===== src/rtl/pll_pkg.sv =====
// pll_pkg: types and widths shared by the PLL front end and the loop filter
package pll_pkg;
  localparam int PLL_CUR_W = 19;
  localparam int PLL_ERR_W = 16;
  typedef enum logic [1:0] {PFD_IDLE, PFD_UP, PFD_DN, PFD_ANTIBL} pfd_state_t;
endpackage


===== src/rtl/pfd_charge_pump_if.sv =====
// pfd_charge_pump_if: reference/feedback inputs and pump/status outputs of the PFD
interface pfd_charge_pump_if;
  import pll_pkg::*;
  logic ref_in;
  logic fb_in;
  logic pump_en;
  logic signed [PLL_CUR_W-1:0] pump_current_real;
  logic up;
  logic dn;
  logic signed [PLL_ERR_W-1:0] phase_err;
  logic phase_err_valid;
  logic slip;
  logic locked;
  modport master (
    output ref_in, fb_in, pump_en,
    input pump_current_real, up, dn, phase_err, phase_err_valid, slip, locked
  );
  modport slave (
    input ref_in, fb_in, pump_en,
    output pump_current_real, up, dn, phase_err, phase_err_valid, slip, locked
  );
endinterface


===== src/rtl/pll_lock_detect.sv =====
// pll_lock_detect: counts consecutive in-window phase errors and flags lock
module pll_lock_detect
  import pll_pkg::*;
#(
  parameter int LOCK_WIN = 1,
  parameter int LOCK_COUNT = 16
) (
  input logic clk,
  input logic reset,
  input logic signed [PLL_ERR_W-1:0] phase_err,
  input logic phase_err_valid,
  input logic slip,
  output logic locked
);
  localparam logic [15:0] LC = 16'(LOCK_COUNT);
  localparam logic [PLL_ERR_W:0] WIN = (PLL_ERR_W+1)'(LOCK_WIN);
  logic [15:0] lock_cnt;
  logic [PLL_ERR_W:0] mag;
  assign mag = phase_err[PLL_ERR_W-1] ? -{1'b1, phase_err} : {1'b0, phase_err};
  // a slip must drop lock in the very cycle it is reported
  assign locked = lock_cnt == LC && !slip;
  always_ff @(posedge clk or posedge reset)
    if (reset) lock_cnt <= '0;
    else if (slip) lock_cnt <= '0;
    else if (phase_err_valid) lock_cnt <= mag > WIN ? '0 : lock_cnt == LC ? lock_cnt : lock_cnt + 16'd1;
endmodule


===== src/rtl/pfd_charge_pump.sv =====
// pfd_charge_pump: phase-frequency detector with signed digital charge pump and lock reporting
module pfd_charge_pump
  import pll_pkg::*;
#(
  parameter int I_PUMP = 2048,
  parameter int ANTI_BL = 2,
  parameter int LOCK_WIN = 1,
  parameter int LOCK_COUNT = 16
) (
  input logic clk,
  input logic reset,
  pfd_charge_pump_if.slave bus
);
  localparam logic signed [PLL_CUR_W-1:0] I_POS = PLL_CUR_W'(I_PUMP);
  localparam logic [15:0] BL_INIT = 16'(ANTI_BL > 0 ? ANTI_BL - 1 : 0);
  localparam pfd_state_t EXIT_ST = ANTI_BL > 0 ? PFD_ANTIBL : PFD_IDLE;
  pfd_state_t state, state_n;
  logic ref_q, fb_q, ref_pend, fb_pend;
  logic ref_rise, fb_rise, ref_e, fb_e;
  logic [14:0] err_cnt, err_cnt_n, err_inc;
  logic [15:0] bl_cnt, bl_cnt_n;
  logic signed [PLL_ERR_W-1:0] err_n;
  logic err_vld_n, slip_n;
  assign ref_rise = bus.ref_in & ~ref_q;
  assign fb_rise = bus.fb_in & ~fb_q;
  // pending flags are only ever set in ANTIBL and consumed in IDLE
  assign ref_e = ref_rise | ref_pend;
  assign fb_e = fb_rise | fb_pend;
  assign err_inc = err_cnt + 15'(err_cnt != '1);
  always_comb begin
    state_n = state;
    err_cnt_n = err_cnt;
    bl_cnt_n = bl_cnt;
    err_n = bus.phase_err;
    err_vld_n = 1'b0;
    slip_n = 1'b0;
    case (state)
      PFD_IDLE: begin
        if (ref_e && fb_e) begin
          state_n = EXIT_ST;
          bl_cnt_n = BL_INIT;
          err_n = '0;
          err_vld_n = 1'b1;
        end else if (ref_e || fb_e) begin
          state_n = ref_e ? PFD_UP : PFD_DN;
          err_cnt_n = 15'd1;
        end
      end
      PFD_UP, PFD_DN: begin
        if (state == PFD_UP ? fb_rise : ref_rise) begin
          state_n = EXIT_ST;
          bl_cnt_n = BL_INIT;
          err_vld_n = 1'b1;
          err_n = state == PFD_UP ? $signed({1'b0, err_cnt}) : -$signed({1'b0, err_cnt});
        end else begin
          err_cnt_n = err_inc;
          slip_n = state == PFD_UP ? ref_rise : fb_rise;
        end
      end
      default: begin
        if (bl_cnt == '0) state_n = PFD_IDLE;
        else bl_cnt_n = bl_cnt - 16'd1;
      end
    endcase
  end
  always_ff @(posedge clk or posedge reset)
    if (reset) begin
      state <= PFD_IDLE;
      ref_q <= 1'b0;
      fb_q <= 1'b0;
      ref_pend <= 1'b0;
      fb_pend <= 1'b0;
      err_cnt <= '0;
      bl_cnt <= '0;
      bus.phase_err <= '0;
      bus.phase_err_valid <= 1'b0;
      bus.slip <= 1'b0;
      bus.up <= 1'b0;
      bus.dn <= 1'b0;
      bus.pump_current_real <= '0;
    end else begin
      state <= state_n;
      ref_q <= bus.ref_in;
      fb_q <= bus.fb_in;
      ref_pend <= state == PFD_ANTIBL ? ref_pend | ref_rise : state == PFD_IDLE ? 1'b0 : ref_pend;
      fb_pend <= state == PFD_ANTIBL ? fb_pend | fb_rise : state == PFD_IDLE ? 1'b0 : fb_pend;
      err_cnt <= err_cnt_n;
      bl_cnt <= bl_cnt_n;
      bus.phase_err <= err_n;
      bus.phase_err_valid <= err_vld_n;
      bus.slip <= slip_n;
      bus.up <= state_n == PFD_UP || state_n == PFD_ANTIBL;
      bus.dn <= state_n == PFD_DN || state_n == PFD_ANTIBL;
      bus.pump_current_real <= !bus.pump_en ? '0 : state_n == PFD_UP ? I_POS : state_n == PFD_DN ? -I_POS : '0;
    end
  pll_lock_detect #(.LOCK_WIN(LOCK_WIN), .LOCK_COUNT(LOCK_COUNT)) u_lock (
    .clk(clk),
    .reset(reset),
    .phase_err(bus.phase_err),
    .phase_err_valid(bus.phase_err_valid),
    .slip(bus.slip),
    .locked(bus.locked)
  );
endmodule


===== src/flat_wrapper.sv =====
// flat-port wrapper written by rule: the top's interface ports become plain ports
module pfd_charge_pump_flat import pll_pkg::*;
#(
  parameter int I_PUMP = 2048,
  parameter int ANTI_BL = 2,
  parameter int LOCK_WIN = 1,
  parameter int LOCK_COUNT = 16
)
  (clk, reset, bus_ref_in, bus_fb_in, bus_pump_en, bus_pump_current_real, bus_up, bus_dn, bus_phase_err, bus_phase_err_valid, bus_slip, bus_locked);
  pfd_charge_pump_if bus_i ();
  input logic clk;
  input logic reset;
  input wire logic [$bits(bus_i.ref_in)-1:0] bus_ref_in;
  input wire logic [$bits(bus_i.fb_in)-1:0] bus_fb_in;
  input wire logic [$bits(bus_i.pump_en)-1:0] bus_pump_en;
  output wire logic [$bits(bus_i.pump_current_real)-1:0] bus_pump_current_real;
  output wire logic [$bits(bus_i.up)-1:0] bus_up;
  output wire logic [$bits(bus_i.dn)-1:0] bus_dn;
  output wire logic [$bits(bus_i.phase_err)-1:0] bus_phase_err;
  output wire logic [$bits(bus_i.phase_err_valid)-1:0] bus_phase_err_valid;
  output wire logic [$bits(bus_i.slip)-1:0] bus_slip;
  output wire logic [$bits(bus_i.locked)-1:0] bus_locked;
  assign bus_i.ref_in = bus_ref_in;
  assign bus_i.fb_in = bus_fb_in;
  assign bus_i.pump_en = bus_pump_en;
  assign bus_pump_current_real = bus_i.pump_current_real;
  assign bus_up = bus_i.up;
  assign bus_dn = bus_i.dn;
  assign bus_phase_err = bus_i.phase_err;
  assign bus_phase_err_valid = bus_i.phase_err_valid;
  assign bus_slip = bus_i.slip;
  assign bus_locked = bus_i.locked;
  pfd_charge_pump #(.I_PUMP(I_PUMP), .ANTI_BL(ANTI_BL), .LOCK_WIN(LOCK_WIN), .LOCK_COUNT(LOCK_COUNT)) u_core (.clk(clk), .reset(reset), .bus(bus_i));
endmodule

===== config.mk =====
export PLATFORM = sky130hd
export DESIGN_NAME = pfd_charge_pump_flat
export DESIGN_NICKNAME = d
export VERILOG_FILES = /design/src/rtl/pll_pkg.sv /design/src/rtl/pfd_charge_pump_if.sv /design/src/rtl/pll_lock_detect.sv /design/src/rtl/pfd_charge_pump.sv /design/src/flat_wrapper.sv
export SDC_FILE = /design/constraint.sdc
export NUM_CORES = 1
export LEC_CHECK = 0
export ABC_CLOCK_PERIOD_IN_PS = 6500
export CAP_MARGIN = 0
export CORE_MARGIN = 2
export CORE_UTILIZATION = 25
export DETAILED_ROUTE_END_ITERATION = 7
export PLACE_DENSITY = 0.41
export SYNTH_ARGS = -nofsm -noshare
export SYNTH_HDL_FRONTEND = slang
export SYNTH_HIERARCHICAL = 1
export SYNTH_SLANG_ARGS = --single-unit

===== constraint.sdc =====
create_clock -name clk -period 6.5 [get_ports clk]
set_clock_uncertainty 0.1 [all_clocks]
set_input_delay 1.3 -clock clk [delete_from_list [all_inputs] [get_ports clk]]
set_output_delay 1.3 -clock clk [all_outputs]
set_load 0.005 [all_outputs]

==> impl_metrics.py, run 1 <==
metrics = {
    "die": {
        "fp.dieArea_um2": 22100,
        "num_rows": 52,
        "boundaryPins": 45,
        "initial_utilization_pct": 25.6,
        "die_h_um": 149,
        "core_region_area_um2": 20400,
        "floorplan.die.width_um": 149,
    },
    "hold_path": {
        "timing.hold.worst.class": "reg2reg",
    },
    "worst_setup_path": {
        "worstSetupEndpointType": "flip-flop",
        "setup.worst_path.start_class": "input pin",
        "critPathMaxStageDelay_ns": 0.59,
        "critical_path.cell_chain": "clkdlybuf4s50_1 -> nor2b_1 -> o211ai_1 -> a311o_1 -> or2_0 -> o41ai_1",
        "cp_slowest_cell": "sky130_fd_sc_hd__a311o_1",
        "critPathRequiredTime_ns": 6.63,
        "cp.arrival_ns": 4.01,
        "worst-setup-path-type": "in2reg",
        "critPathBufInv": 1,
        "critical_path.max_fanout": 20,
        "critPathTopFamily": "compound AO/OA/AOI/OAI gates",
    },
    "yosys": {
        "syn_std_cell_area_um2": 5220,
        "yosys-mux-area-fraction_pct": 1.77,
        "postSynthRegisterBits": 74,
        "proportion_of_register_bits_with_asynchronous_set_or_reset_after_synthesis_pct": 100,
        "share_of_synthesized_cell_area_in_full_adder_half_adder_and_majority_cells_pct": 3.60,
        "syn_area_per_cell_um2": 8.73,
        "synth_top_family_by_area": "simple AND/OR/NAND/NOR gates",
        "postSynth.topFlopCell": "sky130_fd_sc_hd__dfrtp_1",
        "ys_warn_count": 6,
        "synth_simple_gate_area_share_pct": 26.1,
        "synth_cell_type_count": 71,
        "netlist_instances": 598,
        "synth-edff-count": 0,
        "share_of_the_synthesized_netlist_area_taken_by_xor_and_xnor_gates_pct": 2.68,
        "synth-seq-area-share_pct": 35.5,
        "synth_compound_area_share_pct": 21.8,
    },
    "placement": {
        "gp_congestion": 0.792,
        "placement.cell_area_um2": 5610,
        "detailedPlacementHpwl_mm": 9.48,
        "io_buffer_count": 33,
        "worst_setup_slack_post_dpl_ns": 2.24,
        "placed_cells_incl_taps": 853,
    },
    "final_layout": {
        "finish.instance_area_um2": 5940,
        "antenna_cells_inserted": 0,
        "fin_util_pct": 29.2,
        "fillCellCount": 2163,
        "layout.nets": 614,
        "area.growth.synth_to_final_pct": 13.8,
        "drive_above_1_share_pct": 8.18,
        "layout.cells.non_filler": 869,
    },
    "timing": {
        "fmax_ghz": 0.258,
        "final.hold.worst_slack_ns": 0.423,
        "setup_repair_after_global_routing_missed_its_margin": "false",
        "minimum_setup_slack_in_the_final_design_ns": 2.63,
        "layout_worst_path_cycle_share_pct": 59.6,
        "hold_viol_final": 0,
        "post-route-min-period_ns": 3.87,
        "slew_headroom_pct": 34.8,
        "tightest_slew_ns": 0.964,
        "tns_ns": 0,
        "setup_viol_count_final": 0,
        "timing_max_transition_violations_final": 0,
    },
    "clocking": {
        "worst_skew_pair.late_latency_ns": 0.34,
        "clock_sink_count": 74,
        "ctsResizeCount": 0,
        "cts-root-to-sink-buffers": 2,
        "numCtsBuffers": 9,
        "tritoncts": "yes",
        "ctsHtreeMaxLevel": 3,
        "hold_buffers": 0,
        "cts-root-buf": "sky130_fd_sc_hd__clkbuf_16",
        "path_clk_slew_ns": 0.06,
        "post_cts_buffers": 0,
    },
    "pwr": {
        "irDropWorstVdd_mv": 0.188,
        "leakagePower_nw": 2.19,
        "total_power_mw": 2.76,
        "power.density_nw_per_um2": 464,
    },
    "drt": {
        "drt_first_iter_violations": 309,
        "via_per_inst": 5.22,
        "wirelength_mm": 13.8,
        "detail_route.wl_per_cell_um": 15.9,
        "final_antenna_net_count": 0,
        "routed-via-count": 4534,
        "first_pass_iters": 7,
        "drc_errors": 0,
    },
    "global_routing": {
        "global_route_wire_length_before_repair_mm": 22.7,
        "overflow": 0,
        "grt_antenna_before_repair": 0,
        "first_global_vias": 4347,
        "grt_max_degree": 59,
        "grt_util_all_layers_pct": 12.7,
    },
    "outcome": {
        "run_status": "complete, no violations",
    },
    "flow_run": {
        "cap_viol_max_count": 0,
    },
}
area by class of cell:
cell class	count	area (µm²)	share of cell area, %
inverter	33	124	2.09
timing repair buffer	34	338	5.69
tap	270	338	5.69
sequential	74	1850	31.2
clock inverter	5	85.1	1.43
clock buffer	11	243	4.09
multi-input combinational	442	2960	49.8
synthesized netlist by cell type (3+ instances only):
| master | instances | area [µm²] |
|---|---|---|
| sky130_fd_sc_hd__o211ai_1 | 9 | 67.6 |
| sky130_fd_sc_hd__clkbuf_1 | 29 | 109 |
| sky130_fd_sc_hd__nor2b_1 | 6 | 37.5 |
| sky130_fd_sc_hd__nand4b_1 | 4 | 35.0 |
| sky130_fd_sc_hd__buf_2 | 8 | 40.0 |
| sky130_fd_sc_hd__o21ai_0 | 41 | 205 |
| sky130_fd_sc_hd__o221ai_1 | 4 | 35.0 |
| sky130_fd_sc_hd__nor3b_1 | 3 | 22.5 |
| sky130_fd_sc_hd__o21ai_1 | 4 | 20.0 |
| sky130_fd_sc_hd__nor4_1 | 11 | 68.8 |
| sky130_fd_sc_hd__or4_1 | 6 | 45.0 |
| sky130_fd_sc_hd__inv_1 | 33 | 124 |
| sky130_fd_sc_hd__mux2i_1 | 7 | 70.1 |
| sky130_fd_sc_hd__nor4b_1 | 9 | 78.8 |
| sky130_fd_sc_hd__or2_2 | 4 | 25.0 |
| sky130_fd_sc_hd__nor4_4 | 3 | 63.8 |
| sky130_fd_sc_hd__nand4_1 | 25 | 156 |
| sky130_fd_sc_hd__ha_1 | 15 | 188 |
| sky130_fd_sc_hd__or3_1 | 4 | 25.0 |
| sky130_fd_sc_hd__o41ai_1 | 6 | 52.6 |
| sky130_fd_sc_hd__nor2_1 | 40 | 150 |
| sky130_fd_sc_hd__nand2b_1 | 9 | 56.3 |
| sky130_fd_sc_hd__a22o_1 | 4 | 35.0 |
| sky130_fd_sc_hd__a41oi_1 | 3 | 26.3 |
| sky130_fd_sc_hd__a21oi_1 | 16 | 80.1 |
| sky130_fd_sc_hd__a31o_2 | 3 | 26.3 |
| sky130_fd_sc_hd__nor3_1 | 20 | 100 |
| sky130_fd_sc_hd__buf_6 | 3 | 33.8 |
| sky130_fd_sc_hd__nand3_2 | 3 | 30.0 |
| sky130_fd_sc_hd__a31oi_1 | 13 | 81.3 |
| sky130_fd_sc_hd__o31ai_1 | 13 | 97.6 |
| sky130_fd_sc_hd__xnor2_1 | 14 | 123 |
| sky130_fd_sc_hd__buf_4 | 18 | 135 |
| sky130_fd_sc_hd__nand3_1 | 24 | 120 |
| sky130_fd_sc_hd__o221ai_2 | 9 | 135 |
| sky130_fd_sc_hd__dfrtp_1 | 74 | 1850 |
| sky130_fd_sc_hd__and4_1 | 4 | 35.0 |
| sky130_fd_sc_hd__nand2_1 | 54 | 203 |
layout by cell type (no fill, tap or decap), types with 13 or more instances in the layout:
| cell | n |
|---|---|
| sky130_fd_sc_hd__dfrtp_1 | 74 |
| sky130_fd_sc_hd__nand2_1 | 54 |
| sky130_fd_sc_hd__o21ai_0 | 41 |
| sky130_fd_sc_hd__nor2_1 | 40 |
| sky130_fd_sc_hd__clkdlybuf4s50_1 | 33 |
| sky130_fd_sc_hd__inv_1 | 32 |
| sky130_fd_sc_hd__nand4_1 | 25 |
| sky130_fd_sc_hd__nand3_1 | 24 |
| sky130_fd_sc_hd__nor3_1 | 20 |
| sky130_fd_sc_hd__a21oi_1 | 16 |
| sky130_fd_sc_hd__ha_1 | 15 |
| sky130_fd_sc_hd__xnor2_1 | 14 |
| sky130_fd_sc_hd__a31oi_1 | 13 |
| sky130_fd_sc_hd__o31ai_1 | 13 |
state kept, by name, indices dropped and copies added, names as in the netlist:
signal,count
u_core/bl_cnt,16
u_core/bus.pump_current_real,2
u_core/ref_pend,1
u_core/bus.dn,1
u_core/bus.phase_err_valid,1
u_core/state,2
u_core/ref_q,1
u_core/u_lock/lock_cnt,16
u_core/fb_pend,1
u_core/fb_q,1
u_core/bus.slip,1
u_core/err_cnt,15
u_core/bus.phase_err,16
worst paths after layout:
kind	from	to	slack (ns)	cells after the start
min in group asynchronous	reset	u_core/u_lock/lock_cnt[8]	1.37	2
min reg2reg	u_core/bl_cnt[15]	u_core/bl_cnt[15]	0.42	1
max in group asynchronous	reset	u_core/bus.dn	4.31	3
min	u_core/bl_cnt[15]	u_core/bl_cnt[15]	0.42	1
max	bus_ref_in	u_core/err_cnt[12]	2.63	6
max reg2reg	u_core/bl_cnt[0]	u_core/bl_cnt[13]	2.97	7
routing by layer:
layer	share of wire [%]	up-vias	GRT usage, %
met3	3.5	10	2.55
met1	48	2233	16.9
li1	-	2199	-
met4	1.2	0	4.19
met2	47	92	20.9
met5	0	-	0
worst reg2reg max path, stage by stage, from the launching register on:
cell and delay (ns):
sky130_fd_sc_hd__dfrtp_1 0.42, sky130_fd_sc_hd__inv_1 0.07, sky130_fd_sc_hd__ha_1 0.21, sky130_fd_sc_hd__or4b_1 0.63, sky130_fd_sc_hd__or4_4 0.51, sky130_fd_sc_hd__nor4_4 0.49, sky130_fd_sc_hd__or2_1 0.59, sky130_fd_sc_hd__mux2_1 0.39
where the power goes:
part	switching (mW)	internal, mW
logic	0.886	0.552
registers	0.198	0.564
clock network	0.209	0.350
total	1.29	1.47
logic make-up (layout without fill, tap and decap cells):
group / Yosys count / count (layout)
compound gates: 149 / 149
buf+inv: 92 / 83
mux: 9 / 9
xor+xnor: 16 / 16
simple gates: 242 / 242
fa+ha+maj: 15 / 15
flops: 74 / 74
other cells: 1 / 11
No activity file was read; power rests on OpenSTA's default activity.
==> run 2: changes to the inputs <==
Settings changed: ABC_CLOCK_PERIOD_IN_PS 6500 to 3600.
Clock period 6.5 ns to 3.6 ns, I/O delays scaled along.
==> run 2 against run 1 <==
Effect of this change: wire length rose by 2.6%; combinational power increased by 92%; cell count increased by 1.7%; non-clock buffer count rose by 15; design area grew 1.3%; hold slack better by 0.0020 ns; total power rose by 83%; register-to-register slack worse by 2.6 ns; global-route usage up 0.51 points; clock power grew 65%; largest power group unchanged; highest routed layer unchanged.
==> impl_metrics.py, run 2 (synthesis results as in run 1) <==
metrics = {
    "worst_setup_path": {
        "worst-setup-path-type": "reg2reg",
        "endpoint": "u_core/bl_cnt[13]",
        "cp.arrival_ns": 3.39,
        "critical_path.max_fanout": 13,
        "path_depth": 7,
        "worstSetupEndpointType": "flip-flop",
        "rr_worst_depth": 7,
        "critPathMaxStageDelay_ns": 0.52,
        "r2r-start": "u_core/bl_cnt[0]",
        "critical_path.cell_chain": "inv_1 -> ha_1 -> or4b_1 -> or4_4 -> nor4_4 -> or2_1 -> mux2_1",
        "setup.worst_path.start": "u_core/bl_cnt[0]",
        "setup.worst_path.start_class": "flip-flop",
        "crit-reg2reg-capture": "u_core/bl_cnt[13]",
        "setup.reg_to_reg.worst_slack_ns": 0.33,
        "critPathBufInv": 1,
        "critPathRequiredTime_ns": 3.72,
        "cp_slowest_cell": "sky130_fd_sc_hd__nor4_4",
        "critPathTopFamily": "simple AND/OR/NAND/NOR gates",
    },
    "pwr": {
        "part_of_the_power_in_combinational_logic_pct": 54.7,
        "power.density_nw_per_um2": 839,
        "total_power_mw": 5.05,
        "clock_power_share_pct": 18.2,
        "cellInternalPower_mw": 2.67,
        "power_switching_share_pct": 47.2,
        "switching_power_mw": 2.38,
        "irDropWorstVdd_mv": 0.327,
        "leakagePower_nw": 2.26,
        "seq_power_share_pct": 27.1,
    },
    "drt": {
        "first_pass_iters": 5,
        "via_per_inst": 5.13,
        "detail_route.wl_per_cell_um": 16.0,
        "drt_first_iter_violations": 226,
        "routed-via-count": 4534,
        "drc_errors": 0,
        "wirelength_mm": 14.2,
        "final_antenna_net_count": 0,
    },
    "clocking": {
        "clock_sink_count": 74,
        "hold_buffers": 0,
        "tritoncts": "yes",
        "worst_skew_pair.late_latency_ns": 0.34,
        "post_cts_buffers": 0,
        "cts-root-to-sink-buffers": 2,
        "ctsResizeCount": 0,
        "ctsHtreeMaxLevel": 3,
        "numCtsBuffers": 9,
        "cts-root-buf": "sky130_fd_sc_hd__clkbuf_16",
        "path_clk_slew_ns": 0.06,
    },
    "timing": {
        "setup_repair_after_global_routing_missed_its_margin": "false",
        "post-route-min-period_ns": 3.27,
        "fmax_ghz": 0.306,
        "tns_ns": 0,
        "hold_viol_final": 0,
        "minimum_setup_slack_in_the_final_design_ns": 0.330,
        "timing_max_transition_violations_final": 0,
        "layout_worst_path_cycle_share_pct": 90.8,
        "setup_viol_count_final": 0,
        "tightest_slew_ns": 0.948,
        "slew_headroom_pct": 35.9,
    },
    "global_routing": {
        "overflow": 0,
        "grt_util_all_layers_pct": 13.3,
        "grt_max_degree": 24,
        "global_route_wire_length_before_repair_mm": 23.6,
        "first_global_vias": 4430,
        "grt_antenna_before_repair": 0,
    },
    "die": {
        "num_rows": 52,
        "floorplan.die.width_um": 149,
        "core_region_area_um2": 20400,
        "boundaryPins": 45,
        "initial_utilization_pct": 25.6,
        "fp.dieArea_um2": 22100,
        "die_h_um": 149,
    },
    "flow_run": {
        "cap_viol_max_count": 0,
    },
    "final_layout": {
        "layout.cells.non_filler": 884,
        "largest_registers": "u_core/bl_cnt (16), u_core/bus.phase_err (16), u_core/u_lock/lock_cnt (16)",
        "layout.nets": 629,
        "fillCellCount": 2140,
        "leading_cell_type_in_the_layout_fill_and_taps_excluded": "sky130_fd_sc_hd__dfrtp_1",
        "area.growth.synth_to_final_pct": 15.3,
        "drive_above_1_share_pct": 10.4,
        "antenna_cells_inserted": 0,
        "commonest_cells_after_routing_fill_and_taps_aside": "74 x sky130_fd_sc_hd__dfrtp_1, 54 x sky130_fd_sc_hd__nand2_1, 41 x sky130_fd_sc_hd__o21ai_0",
    },
    "hold_path": {
        "timing.hold.worst.class": "reg2reg",
    },
    "placement": {
        "io_buffer_count": 33,
        "placed_cells_incl_taps": 868,
        "gp_congestion": 0.810,
        "detailedPlacementHpwl_mm": 9.88,
        "worst_setup_slack_post_dpl_ns": 0.171,
    },
    "outcome": {
        "run_status": "complete, no violations",
    },
}
==> run 2: changes by cell type in the layout (fill, tap and decap cells not counted) <==
cell,delta
sky130_fd_sc_hd__buf_4,+15
sky130_fd_sc_hd__clkinv_2,+2
sky130_fd_sc_hd__clkinv_4,+2
sky130_fd_sc_hd__bufinv_16,-1
sky130_fd_sc_hd__clkbuf_8,-1
sky130_fd_sc_hd__clkinvlp_4,-1
sky130_fd_sc_hd__inv_6,-1
==> run 2: routing by layer <==
layer | up-vias | share of wire, % | routed length, µm | track usage [%]
li1 | 2217 | - | - | -
met1 | 2226 | 47 | 6650 | 17.5
met2 | 81 | 48 | 6820 | 21.8
met3 | 10 | 3.6 | 506 | 3.10
met4 | 0 | 1.4 | 193 | 3.67
met5 | - | 0 | 0 | 0
==> run 2: worst min path at each step <==
stage,start,to,cells after the start
finish,u_core/bl_cnt[0],u_core/bl_cnt[0],1
global route,u_core/bl_cnt[15],u_core/bl_cnt[15],1
CTS,u_core/bl_cnt[0],u_core/bl_cnt[0],1
detailed placement,u_core/bl_cnt[0],u_core/bl_cnt[0],1
global placement,u_core/bl_cnt[15],u_core/bl_cnt[15],1
floorplan,u_core/bl_cnt[0],u_core/bl_cnt[0],1
==> run 2: cell type report <==
| cell class | instances | area (µm²) | area share, % |
|---|---|---|---|
| clock buffer | 10 | 229 | 3.80 |
| clock inverter | 6 | 66.3 | 1.10 |
| inverter | 33 | 124 | 2.06 |
| multi-input combinational | 442 | 2960 | 49.2 |
| sequential | 74 | 1850 | 30.8 |
| tap | 270 | 338 | 5.61 |
| timing repair buffer | 49 | 450 | 7.48 |
==> run 2: stage by stage <==
step	hold slack (ns)	util (%)	area [µm²]
final	0.425	29.6	6020
after global routing	0.450	29.6	6020
after CTS	0.423	29.6	6020
after detailed placement	0.411	28.1	5720
after global placement	0.406	28.1	5720
after floorplan	0.379	-	5260
==> run 2: worst register-to-register path, stage by stage, from the launching register on <==
cell	delay [ns]
sky130_fd_sc_hd__dfrtp_1	0.42
sky130_fd_sc_hd__inv_1	0.09
sky130_fd_sc_hd__ha_1	0.21
sky130_fd_sc_hd__or4b_1	0.47
sky130_fd_sc_hd__or4_4	0.47
sky130_fd_sc_hd__nor4_4	0.52
sky130_fd_sc_hd__or2_1	0.51
sky130_fd_sc_hd__mux2_1	0.37
==> run 2: power by group through the flow <==
stage               sequential [mW]  combinational (mW)  clock, mW
finish                         1.37                2.76      0.918
global route                   1.41                3.07      0.999
CTS                            1.37                2.78      0.949
detailed placement             1.38                2.78          0
global placement               1.38                2.74          0
floorplan                      1.24                2.10          0
==> run 3: changes to the inputs <==
Settings changed: ABC_CLOCK_PERIOD_IN_PS 3600 to 4250.
Clock period 3.6 ns to 4.25 ns, I/O delays scaled along.
==> run 3 against run 2 <==
Effect of this change: first-iteration DRC count grew 12%; flip-flop and latch count is the same; count of clock-buffer cells in the layout is the same; setup slack gained 0.54 ns; hold slack lost 0.0059 ns; cell count shrank 1.2%; critical path depth shrank 1; die area is the same; largest power group unchanged; non-clock buffer count shrank 11; register-to-register slack gained 0.62 ns; critical path type is now in2reg; via count is essentially flat.
==> impl_metrics.py, run 3 (synthesis results as in run 1) <==
metrics = {
    "outcome": {
        "run_status": "complete, no violations",
    },
    "worst_setup_path": {
        "worst-setup-path-type": "in2reg",
        "critical_path.max_fanout": 16,
        "setup.worst_path.start_class": "input pin",
        "cp.arrival_ns": 3.51,
        "critPathRequiredTime_ns": 4.38,
        "worstSetupEndpointType": "flip-flop",
    },
    "die": {
        "initial_utilization_pct": 25.6,
        "floorplan.die.width_um": 149,
        "fp.dieArea_um2": 22100,
        "core_region_area_um2": 20400,
        "num_rows": 52,
        "boundaryPins": 45,
        "die_h_um": 149,
    },
    "drt": {
        "via_per_inst": 5.20,
        "wirelength_mm": 13.9,
        "routed-via-count": 4537,
        "drc_errors": 0,
        "final_antenna_net_count": 0,
        "drt_first_iter_violations": 254,
        "detail_route.wl_per_cell_um": 16.0,
        "first_pass_iters": 5,
    },
    "final_layout": {
        "layout.nets": 618,
        "leading_cell_type_in_the_layout_fill_and_taps_excluded": "sky130_fd_sc_hd__dfrtp_1",
        "drive_above_1_share_pct": 8.96,
        "antenna_cells_inserted": 0,
        "fillCellCount": 2153,
        "fin_util_pct": 29.2,
        "largest_registers": "u_core/bl_cnt (16), u_core/bus.phase_err (16), u_core/u_lock/lock_cnt (16)",
        "area.growth.synth_to_final_pct": 13.9,
        "layout.cells.non_filler": 873,
        "commonest_cells_after_routing_fill_and_taps_aside": "74 x sky130_fd_sc_hd__dfrtp_1, 54 x sky130_fd_sc_hd__nand2_1, 41 x sky130_fd_sc_hd__o21ai_0",
    },
    "timing": {
        "post-route-min-period_ns": 3.38,
        "tightest_slew_ns": 0.939,
        "timing_max_transition_violations_final": 0,
        "setup_repair_after_global_routing_missed_its_margin": "false",
        "setup_viol_count_final": 0,
        "hold_viol_final": 0,
        "fmax_ghz": 0.296,
        "slew_headroom_pct": 36.5,
        "layout_worst_path_cycle_share_pct": 79.5,
        "tns_ns": 0,
        "final.hold.worst_slack_ns": 0.419,
    },
    "flow_run": {
        "cap_viol_max_count": 0,
    },
    "pwr": {
        "total_power_mw": 4.19,
        "power.density_nw_per_um2": 704,
        "irDropWorstVdd_mv": 0.256,
        "leakagePower_nw": 2.21,
    },
    "clocking": {
        "ctsHtreeMaxLevel": 3,
        "tritoncts": "yes",
        "cts-root-buf": "sky130_fd_sc_hd__clkbuf_16",
        "ctsResizeCount": 0,
        "post_cts_buffers": 0,
        "cts-root-to-sink-buffers": 2,
        "path_clk_slew_ns": 0.06,
        "worst_skew_pair.late_latency_ns": 0.34,
        "clock_sink_count": 74,
        "hold_buffers": 0,
        "numCtsBuffers": 9,
    },
    "global_routing": {
        "global_route_wire_length_before_repair_mm": 23.4,
        "overflow": 0,
        "grt_max_degree": 42,
        "grt_util_all_layers_pct": 13.1,
        "first_global_vias": 4431,
        "grt_antenna_before_repair": 0,
    },
    "placement": {
        "placed_cells_incl_taps": 857,
        "gp_congestion": 0.812,
        "detailedPlacementHpwl_mm": 9.64,
        "io_buffer_count": 33,
    },
    "hold_path": {
        "timing.hold.worst.class": "reg2reg",
    },
}
run 3: cell types whose count changed in the layout (fill, tap and decap cells not counted), sizes merged:
cell      delta
buf         -11
clkinv       -1
clkinvlp     +1
run 3: stage by stage:
step,instance area (µm²),setup slack [ns]
2_1_floorplan,5260,1.59
3_3_place_gp,5640,0.595
3_5_place_dp,5640,0.534
4_1_cts,5950,0.879
5_1_grt,5950,0.707
6_report,5950,0.869
run 3: layout make-up:
| type | count | area, µm² | share of cell area, % |
|---|---|---|---|
| clock buffers | 10 | 239 | 4.02 |
| clock inverters | 6 | 65.1 | 1.09 |
| inverters | 33 | 124 | 2.08 |
| multi-input cells | 442 | 2960 | 49.8 |
| flip-flops and latches | 74 | 1850 | 31.1 |
| well taps | 270 | 338 | 5.68 |
| repair buffers | 38 | 368 | 6.19 |
run 3: power breakdown:
part | internal [mW] | switching, mW | total, mW | leakage [nW]
Combinational | 0.879 | 1.35 | 2.23 | 1.06
Sequential | 0.863 | 0.302 | 1.16 | 0.997
Clock | 0.472 | 0.319 | 0.790 | 0.149
run 3: path summary, 6_finish.rpt:
kind,start,to,slack [ns],cells past startpoint
worst max-delay path,bus_ref_in,u_core/bl_cnt[13],0.87,6
worst min-delay path,u_core/bl_cnt[15],u_core/bl_cnt[15],0.42,1
worst max register to register,u_core/bl_cnt[0],u_core/bl_cnt[13],0.95,8
worst min register to register,u_core/bl_cnt[15],u_core/bl_cnt[15],0.42,1
max in group asynchronous,reset,u_core/bus.phase_err[8],2.37,3
min in group asynchronous,reset,u_core/bl_cnt[5],0.78,2
run 3: metal layers:
metal  track usage [%]  part of all wire (%)
met4              4.00                   1.2
met3              2.61                   3.6
met5                 0                     0
met1              17.7                    47
met2              21.2                    48
run 3: critical path: stages:
cell	delay, ns
sky130_fd_sc_hd__clkdlybuf4s50_1	0.52
sky130_fd_sc_hd__nor2b_1	0.50
sky130_fd_sc_hd__o22ai_1	0.23
sky130_fd_sc_hd__a22o_1	0.46
sky130_fd_sc_hd__or2_1	0.53
sky130_fd_sc_hd__mux2_1	0.40
